$ cat config.mk
export PLATFORM = sky130hd
export DESIGN_NAME = demux_pipe_stage
export DESIGN_NICKNAME = d
export VERILOG_FILES = /design/src/rtl/demux_pipe_stage.sv
export SDC_FILE = /design/constraint.sdc
export NUM_CORES = 1
export LEC_CHECK = 0
export BUFFER_PORTS_ARGS = -buffer_cell sky130_fd_sc_hd__clkbuf_2
export CAP_MARGIN = 10
export CORE_ASPECT_RATIO = 2
export CORE_MARGIN = 5
export CORE_UTILIZATION = 55
export DETAILED_ROUTE_END_ITERATION = 10
export PLACE_DENSITY = 0.77
export SLEW_MARGIN = 20
export SYNTH_ARGS = -nofsm -noshare
export SYNTH_HDL_FRONTEND = slang
export SYNTH_SLANG_ARGS = --single-unit
export TNS_END_PERCENT = 50
$ cat constraint.sdc
create_clock -name clk -period 1.9 [get_ports clk]
set_clock_uncertainty 0.1 [all_clocks]
set_input_delay 0.57 -clock clk [delete_from_list [all_inputs] [get_ports clk]]
set_output_delay 0.57 -clock clk [all_outputs]
set_load 0.02 [all_outputs]
$ cat src/rtl/demux_pipe_stage.sv
// Registered 1-to-N write demultiplexer with a 2-entry skid buffer.
// Writes aimed at the hardwired zero lane are accepted, dropped and counted.
module demux_pipe_stage #(
    parameter int unsigned SEL_W    = 5,
    parameter int unsigned N_OUT    = 32,
    parameter int unsigned DATA_W   = 64,
    parameter int unsigned ZERO_IDX = 31
) (
    input  logic              clk,
    input  logic              reset_n,
    input  logic              in_valid,
    output logic              in_ready,
    input  logic [SEL_W-1:0]  in_sel,
    input  logic [DATA_W-1:0] in_data,
    output logic              out_valid,
    input  logic              out_ready,
    output logic [N_OUT-1:0]  out_en,
    output logic [SEL_W-1:0]  out_sel,
    output logic [DATA_W-1:0] out_data,
    output logic [7:0]        drop_cnt
);

    typedef enum logic [1:0] {
        EMPTY = 2'd0,
        ONE   = 2'd1,
        FULL  = 2'd2
    } fill_e;

    typedef struct packed {
        logic [N_OUT-1:0]  en;
        logic [SEL_W-1:0]  sel;
        logic [DATA_W-1:0] data;
    } entry_t;

    // Setting ZERO_IDX to N_OUT (or above) makes every lane writable.
    localparam bit               DISCARD_ON = (ZERO_IDX < N_OUT);
    localparam logic [SEL_W-1:0] ZERO_SEL   = SEL_W'(ZERO_IDX);

    fill_e      fill_q, fill_d;
    entry_t     head_q, head_d;
    entry_t     tail_q, tail_d;
    logic [7:0] drop_q, drop_d;

    entry_t new_entry;
    logic   is_zero;
    logic   push;
    logic   store;
    logic   discard;
    logic   pop;

    // Decode happens before the flops so the lane enables leave straight from registers.
    always_comb begin
        // NOTE: every combinationally assigned signal gets a default first, so no path leaves it unassigned and no latch is inferred.
        new_entry      = '0;
        new_entry.sel  = in_sel;
        new_entry.data = in_data;
        for (int i = 0; i < int'(N_OUT); i++) begin
            new_entry.en[i] = (in_sel == SEL_W'(i));
        end
    end

    assign is_zero = DISCARD_ON && (in_sel == ZERO_SEL);
    assign push    = in_valid && in_ready;
    assign store   = push && !is_zero;
    assign discard = push && is_zero;
    assign pop     = out_valid && out_ready;

    always_comb begin
        fill_d = fill_q;
        head_d = head_q;
        tail_d = tail_q;
        unique case (fill_q)
            EMPTY: begin
                if (store) begin
                    head_d = new_entry;
                    fill_d = ONE;
                end
            end
            ONE: begin
                case ({store, pop})
                    2'b10: begin
                        tail_d = new_entry;
                        fill_d = FULL;
                    end
                    2'b11: head_d = new_entry;
                    2'b01: begin
                        head_d = '0;
                        fill_d = EMPTY;
                    end
                    default: ;
                endcase
            end
            FULL: begin
                if (pop) begin
                    head_d = tail_q;
                    tail_d = '0;
                    fill_d = ONE;
                end
            end
            default: begin
                fill_d = EMPTY;
                head_d = '0;
                tail_d = '0;
            end
        endcase
    end

    assign drop_d = (discard && (drop_q != 8'hFF)) ? drop_q + 8'd1 : drop_q;

    always_ff @(posedge clk or negedge reset_n) begin
        if (!reset_n) begin
            // NOTE: the two entries are cleared on reset because their contents drive the output pins directly.
            fill_q <= EMPTY;
            head_q <= '0;
            tail_q <= '0;
            drop_q <= '0;
        end else begin
            // NOTE: state registers use non-blocking assignment so every flop samples pre-edge values.
            fill_q <= fill_d;
            head_q <= head_d;
            tail_q <= tail_d;
            drop_q <= drop_d;
        end
    end

    // in_ready looks only at the registered fill level, never at out_ready.
    assign in_ready  = (fill_q != FULL) && reset_n;
    assign out_valid = (fill_q != EMPTY);
    assign out_en    = head_q.en;
    assign out_sel   = head_q.sel;
    assign out_data  = head_q.data;
    assign drop_cnt  = drop_q;

endmodule

==> impl_metrics.json, run 1 <==
{
  "num_rows": 67,
  "async_flop_share_pct": 100,
  "relSlewSlack_pct": 49.3,
  "drive_above_1_share_pct": 43.7,
  "num_vias": 8264,
  "synth_common_cells": "dfrtp_1 (212), a22o_1 (178), o2bb2ai_1 (74), a21oi_1 (71), buf_2 (41)",
  "vdd_drop_max_mv": 0.950,
  "setup_viol": 144,
  "io_pins": 184,
  "overflow": 0,
  "violations": "setup timing",
  "drc": 0,
  "regToRegSetupSlack_ps": -230,
  "gp_congestion": 0.839,
  "nNetsFinal": 1074,
  "synth_area_per_cell_um2": 12.2,
  "grt_pass1_vias": 7931,
  "die_h_um": 193,
  "synth_nets": 832,
  "fin_ws_ps": -230,
  "endpoint_kind": "flop",
  "cts.clk_slew.worst_paths_ps": 70,
  "fmax_mhz": 469,
  "slew_viol_final": 0,
  "syn_inst": 758,
  "worst_pin_slew_ps": 760,
  "maxCapViolations": 0,
  "synth.yosys.warnings": 0,
  "cts_buffer_depth": 3,
  "worstPathRequired_ps": 2200,
  "reg2reg_depth": 9,
  "leakagePower_nw": 6.33,
  "htreeDepth": 1,
  "postCtsHoldBufs": 0,
  "synthesis.area_um2": 9230,
  "cts.sinks": 212,
  "antenna_found_initial": 0,
  "cts_tree": "done",
  "core-area_um2": 16600,
  "critical_path_class": "reg -> reg",
  "dr.pass1.iters": 5,
  "start_kind": "flop",
  "io_buffers": 183,
  "start_util_pct": 55.6,
  "postPlaceCellArea_um2": 10700,
  "n_antenna_cell": 0,
  "hold_violations": 0,
  "cp_max_fo": 8,
  "die_w_um": 102,
  "grt_usage_pct": 27.8,
  "hpwl_um": 15400,
  "cts_buffers": 20,
  "yosysTopAreaCellShare_pct": 57.5,
  "min_period_ps": 2130,
  "ant_nets": 0,
  "rsz0062_at_grt": "yes",
  "status": "finished, violations left",
  "synth_ff_type": "dfrtp_1",
  "period_share_pct": 112,
  "routed_wirelength_um": 31900,
  "seq_area_frac_synth_pct": 57.5,
  "p_per_area_nw_per_um2": 1160,
  "synth.top_cells.by_area": "dfrtp_1 (57%), a22o_1 (17%), o2bb2ai_1 (7.0%)",
  "synth.most_common_cell": "dfrtp_1",
  "wl_per_cell_um": 26.2,
  "clock_latency_ps": 490,
  "yosysUniqueCellTypes": 42,
  "via_per_inst": 6.78,
  "synth.largest_area_cell": "dfrtp_1",
  "grt_max_degree": 117,
  "dieArea_um2": 19600,
  "min_path_type": "in -> async",
  "synth_edf_count": 0,
  "root_buffer": "clkbuf_16",
  "areaGrowthSynthToFinish_pct": 41.5,
  "synth_seq_cells": 212,
  "grt_pass1_wl_um": 43400,
  "final_area_um2": 13100,
  "totalNegativeSetupSlack_ps": -9360,
  "arrival_ps": 2430,
  "fill_cells": 963,
  "drt-initial-drc-count": 724
}
==> path summary, 6_finish.rpt <==
check / start / to
min in group clk: in_data[41] / tail_q[41]
hold reg to reg: out_en[3] / out_en[3]
setup / recovery: fill_q[1] / out_data[3]
hold / removal: reset_n / tail_q[9]
max in group asynchronous: reset_n / out_data[8]
setup reg to reg: fill_q[1] / out_data[3]
==> cells in the final DEF (no fill, tap or decap), types with 3 or more instances in the layout <==
cell type	synthesis	layout
nor2_1	21	18
a21oi_2	0	42
and3_1	10	10
dfrtp_1	212	210
a21oi_4	1	7
buf_8	0	3
a21o_1	10	10
nor4_1	4	3
buf_6	3	22
nor2b_1	6	4
o2bb2ai_4	0	17
o21ai_0	6	6
clkinv_2	0	3
nor3_1	8	6
o2bb2ai_1	74	36
clkbuf_8	0	4
a221o_1	16	16
clkbuf_16	0	34
buf_16	0	6
o2bb2ai_2	0	21
nand4_1	3	3
and2_4	0	3
nand2_1	14	14
a21oi_1	71	23
buf_4	7	52
clkbuf_2	0	180
nand3_1	8	8
xor2_1	6	6
a22o_1	178	178
nand2b_1	6	4
buf_12	0	18
==> final cells by class <==
| cell class | instances | area (µm²) | area share (%) |
|---|---|---|---|
| tap | 207 | 259 | 1.98 |
| clock inverter | 8 | 98.8 | 0.757 |
| timing repair buffer | 296 | 2480 | 19.0 |
| inverter | 3 | 13.8 | 0.105 |
| multi-input combinational | 467 | 4330 | 33.1 |
| sequential | 212 | 5310 | 40.6 |
| clock buffer | 26 | 574 | 4.40 |
==> critical path, stage by stage (launching register included) <==
cell,delay [ps]
dfrtp_2,480
buf_6,160
buf_6,110
nand3b_4,180
a211oi_4,270
buf_6,180
buf_12,150
clkbuf_16,180
a21oi_2,70
o2bb2ai_1,170
==> repair_timing <==
action / 4_1_cts / 5_1_grt
endpoints found under the setup margin: 97 / 160
gates cloned: 8 / 19
buffers inserted: 17 / 18
gates resized for setup: 38 / 136
pin swaps: 23 / 68
==> kinds of logic after synthesis <==
family | share of synthesized area (%)
compound gates | 31.9
mux | 0.231
fa+ha+maj | 0.136
buf+inv | 4.30
xor+xnor | 0.569
flops | 57.5
simple gates | 5.38
==> flip-flops by register name, indices dropped and copies added (netlist names) <==
signal    count
out_data     64
out_en       32
tail_q      101
fill_q        2
drop_cnt      8
out_sel       5
==> routing by layer <==
| metal | vias to the layer above | share of wire [%] | GRT usage (%) |
|---|---|---|---|
| met4 | 0 | 4.7 | 10.1 |
| met3 | 112 | 8.6 | 4.90 |
| met5 | - | 0 | 0 |
| met1 | 4176 | 37 | 38.5 |
| met2 | 514 | 49 | 44.0 |
| li1 | 3462 | - | - |
==> power by group <==
group	internal [W]	switching (W)	total (W)
clock network	0.00241	0.00175	0.00416
registers	0.00536	0.000674	0.00604
logic	0.00222	0.00270	0.00492
total	0.00999	0.00513	0.0151
==> metrics by stage <==
stage / instances / utilization (%) / total power, W / hold slack, ps / setup WS [ps]
final: 1219 / 78.7 / 0.0151 / 86.9 / -230
after floorplan: 758 / - / 0.00803 / 174 / -0.159
after global routing: 1219 / 78.7 / 0.0157 / 97.2 / -236
after CTS: 1186 / 71.2 / 0.0139 / 72.9 / -132
after detailed placement: 1127 / 64.2 / 0.00942 / 365 / -309
after global placement: 1127 / 64.2 / 0.00933 / 361 / -292
(Power assumes the default switching activity.)
==> inputs of run 2 (changes only) <==
--- a/config.mk
+++ b/config.mk
@@ -5,11 +5,12 @@
 export SDC_FILE = /design/constraint.sdc
 export NUM_CORES = 1
 export LEC_CHECK = 0
+export ABC_AREA = 1
 export BUFFER_PORTS_ARGS = -buffer_cell sky130_fd_sc_hd__clkbuf_2
 export CAP_MARGIN = 10
 export CORE_ASPECT_RATIO = 2
 export CORE_MARGIN = 5
-export CORE_UTILIZATION = 55
+export CORE_UTILIZATION = 56
 export DETAILED_ROUTE_END_ITERATION = 10
 export PLACE_DENSITY = 0.77
 export SLEW_MARGIN = 20
==> impl_metrics.json, run 2 <==
{
  "status": "finished, violations left",
  "violations": "setup timing",
  "dieArea_um2": 20900,
  "drc": 0,
  "synth_seq_cells": 212,
  "clock_latency_ps": 490,
  "synth_common_cells": "nand2_1 (834), dfrtp_1 (212), o21ai_0 (63), o21ai_1 (40), nor2_1 (35)",
  "maxCapViolations": 0,
  "p_per_area_nw_per_um2": 1540,
  "synth_area_per_cell_um2": 7.52,
  "largest_reg_flops": 101,
  "vdd_drop_max_mv": 1.16,
  "io_buffers": 183,
  "num_rows": 69,
  "grt_pass1_wl_um": 42800,
  "layout_commonest_cell": "nand2_1",
  "synth.largest_area_cell": "dfrtp_1",
  "grt_max_degree": 94,
  "arrival_ps": 1300,
  "leakagePower_nw": 6.87,
  "synthesis.area_um2": 10000,
  "num_vias": 9121,
  "wl_per_cell_um": 15.8,
  "cts.sinks": 212,
  "setup_viol": 55,
  "cts_buffers": 19,
  "hpwl_um": 17000,
  "seq_area_frac_synth_pct": 52.8,
  "largest-register": "tail_q",
  "htreeDepth": 1,
  "die_h_um": 199,
  "ant_nets": 0,
  "worstPathRequired_ps": 1230,
  "antenna_found_initial": 0,
  "endpoint_kind": "output pin",
  "start_util_pct": 56.7,
  "grt_pass1_vias": 8790,
  "critical_path_class": "reg -> out",
  "routed_wirelength_um": 27700,
  "period_share_pct": 104,
  "cp_max_fo": 2,
  "areaGrowthSynthToFinish_pct": 24.0,
  "synth.most_common_cell": "nand2_1",
  "totalNegativeSetupSlack_ps": -1520,
  "cts.clk_slew.worst_paths_ps": 70,
  "slew_viol_final": 0,
  "yosysUniqueCellTypes": 26,
  "cts_buffer_depth": 3,
  "drt-initial-drc-count": 569,
  "synth_nets": 1409,
  "synth.yosys.warnings": 0,
  "final_cell_mix": "nand2_1 (798), dfrtp_1 (210), clkbuf_2 (180)",
  "worst_pin_slew_ps": 516,
  "n_antenna_cell": 0,
  "gp_congestion": 0.861,
  "async_flop_share_pct": 100,
  "post-route-util_pct": 70.4,
  "rsz0062_at_grt": "yes",
  "via_per_inst": 5.19,
  "nNetsFinal": 1604,
  "io_pins": 184,
  "start_kind": "flop",
  "min_path_type": "in -> async",
  "die_w_um": 105,
  "yosysTopAreaCellShare_pct": 52.8,
  "overflow": 0,
  "drive_above_1_share_pct": 22.2,
  "synth.top_cells.by_area": "dfrtp_1 (53%), nand2_1 (31%), o21ai_0 (3.1%)",
  "fin_ws_ps": -71.1,
  "min_period_ps": 1970,
  "cts_tree": "done",
  "syn_inst": 1335,
  "dr.pass1.iters": 6,
  "root_buffer": "clkbuf_16",
  "relSlewSlack_pct": 65.6,
  "core-area_um2": 17700,
  "synth_edf_count": 0,
  "grt_usage_pct": 24.4,
  "fmax_mhz": 507,
  "hold_violations": 0,
  "synth_ff_type": "dfrtp_1"
}
[run 2: cell count changes after synthesis, moves of 10 or more]
| cell | delta |
|---|---|
| buf_2 | -22 |
| nor2_1 | +14 |
| buf_6 | +25 |
| o21ai_0 | +57 |
| o21ai_1 | +39 |
| and3_1 | -10 |
| o2bb2ai_1 | -74 |
| nand2_1 | +820 |
| a221o_1 | -16 |
| a22o_1 | -178 |
| a21oi_1 | -69 |
| inv_1 | +19 |
| a21o_1 | -10 |
[run 2: area by class of cell]
type	count	area (µm²)
repair buffers	252	1910
well taps	213	267
inverters	26	113
clock inverters	8	98.8
clock buffers	26	512
flip-flops and latches	212	5310
fillers	1437	5250
multi-input cells	1019	4240
[run 2: what timing repair did]
action | in CTS | in global routing
cloned | 0 | 11
setup buffers | 4 | 8
endpoints found under the setup margin | 2 | 199
pin swaps | 2 | 11
resized for setup | 13 | 90
hold buffers | 0 | 0
[run 2: critical path: stages (launching register included)]
cell and delay, ps:
dfrtp_1 400, buf_6 130, nor2_4 80, inv_2 60, buf_8 120
[run 2: kinds of logic after synthesis]
group / Yosys count / share of synthesized area [%]
compound gates: 106 / 5.30
xor+xnor: 7 / 0.611
fa+ha+maj: 1 / 0.125
buf+inv: 104 / 6.55
flops: 212 / 52.8
simple gates: 905 / 34.6
[run 2: metal layers]
layer	vias up	track usage, %	share of wire (%)
li1	4474	-	-
met1	4243	30.8	38
met2	333	43.3	52
met3	71	3.07	5.9
met4	0	8.25	3.6
met5	-	0	0
[run 2: metrics by stage]
stage	instance area [µm²]	power (W)	hold slack (ps)	std cells	setup WS, ps
after global routing	12500	0.0205	114	1756	-140
final	12500	0.0192	77.8	1756	-71.1
after global placement	11200	0.0137	361	1700	-71.6
after floorplan	10000	0.0118	174	1335	186
after detailed placement	11200	0.0139	364	1700	-109
after CTS	11900	0.0179	89.4	1737	-125
[run 2: final timing paths]
kind                         startpoint            to  slack, ps  cells past startpoint
setup / recovery              fill_q[0]     out_valid        -70                      4
hold / removal                  reset_n    tail_q[15]         80                      2
setup reg to reg              fill_q[1]  out_data[62]        -60                     11
hold reg to reg            out_data[58]  out_data[58]        380                      2
max in group asynchronous       reset_n  out_data[37]        750                      3
min in group clk            in_data[20]    tail_q[20]        220                      3
[run 2: report_power, final]
group / leakage, nW / switching (W) / internal, W
sequential: 2.80 / 0.000838 / 0.00596
clock: 0.293 / 0.00170 / 0.00218
combinational: 3.78 / 0.00538 / 0.00316
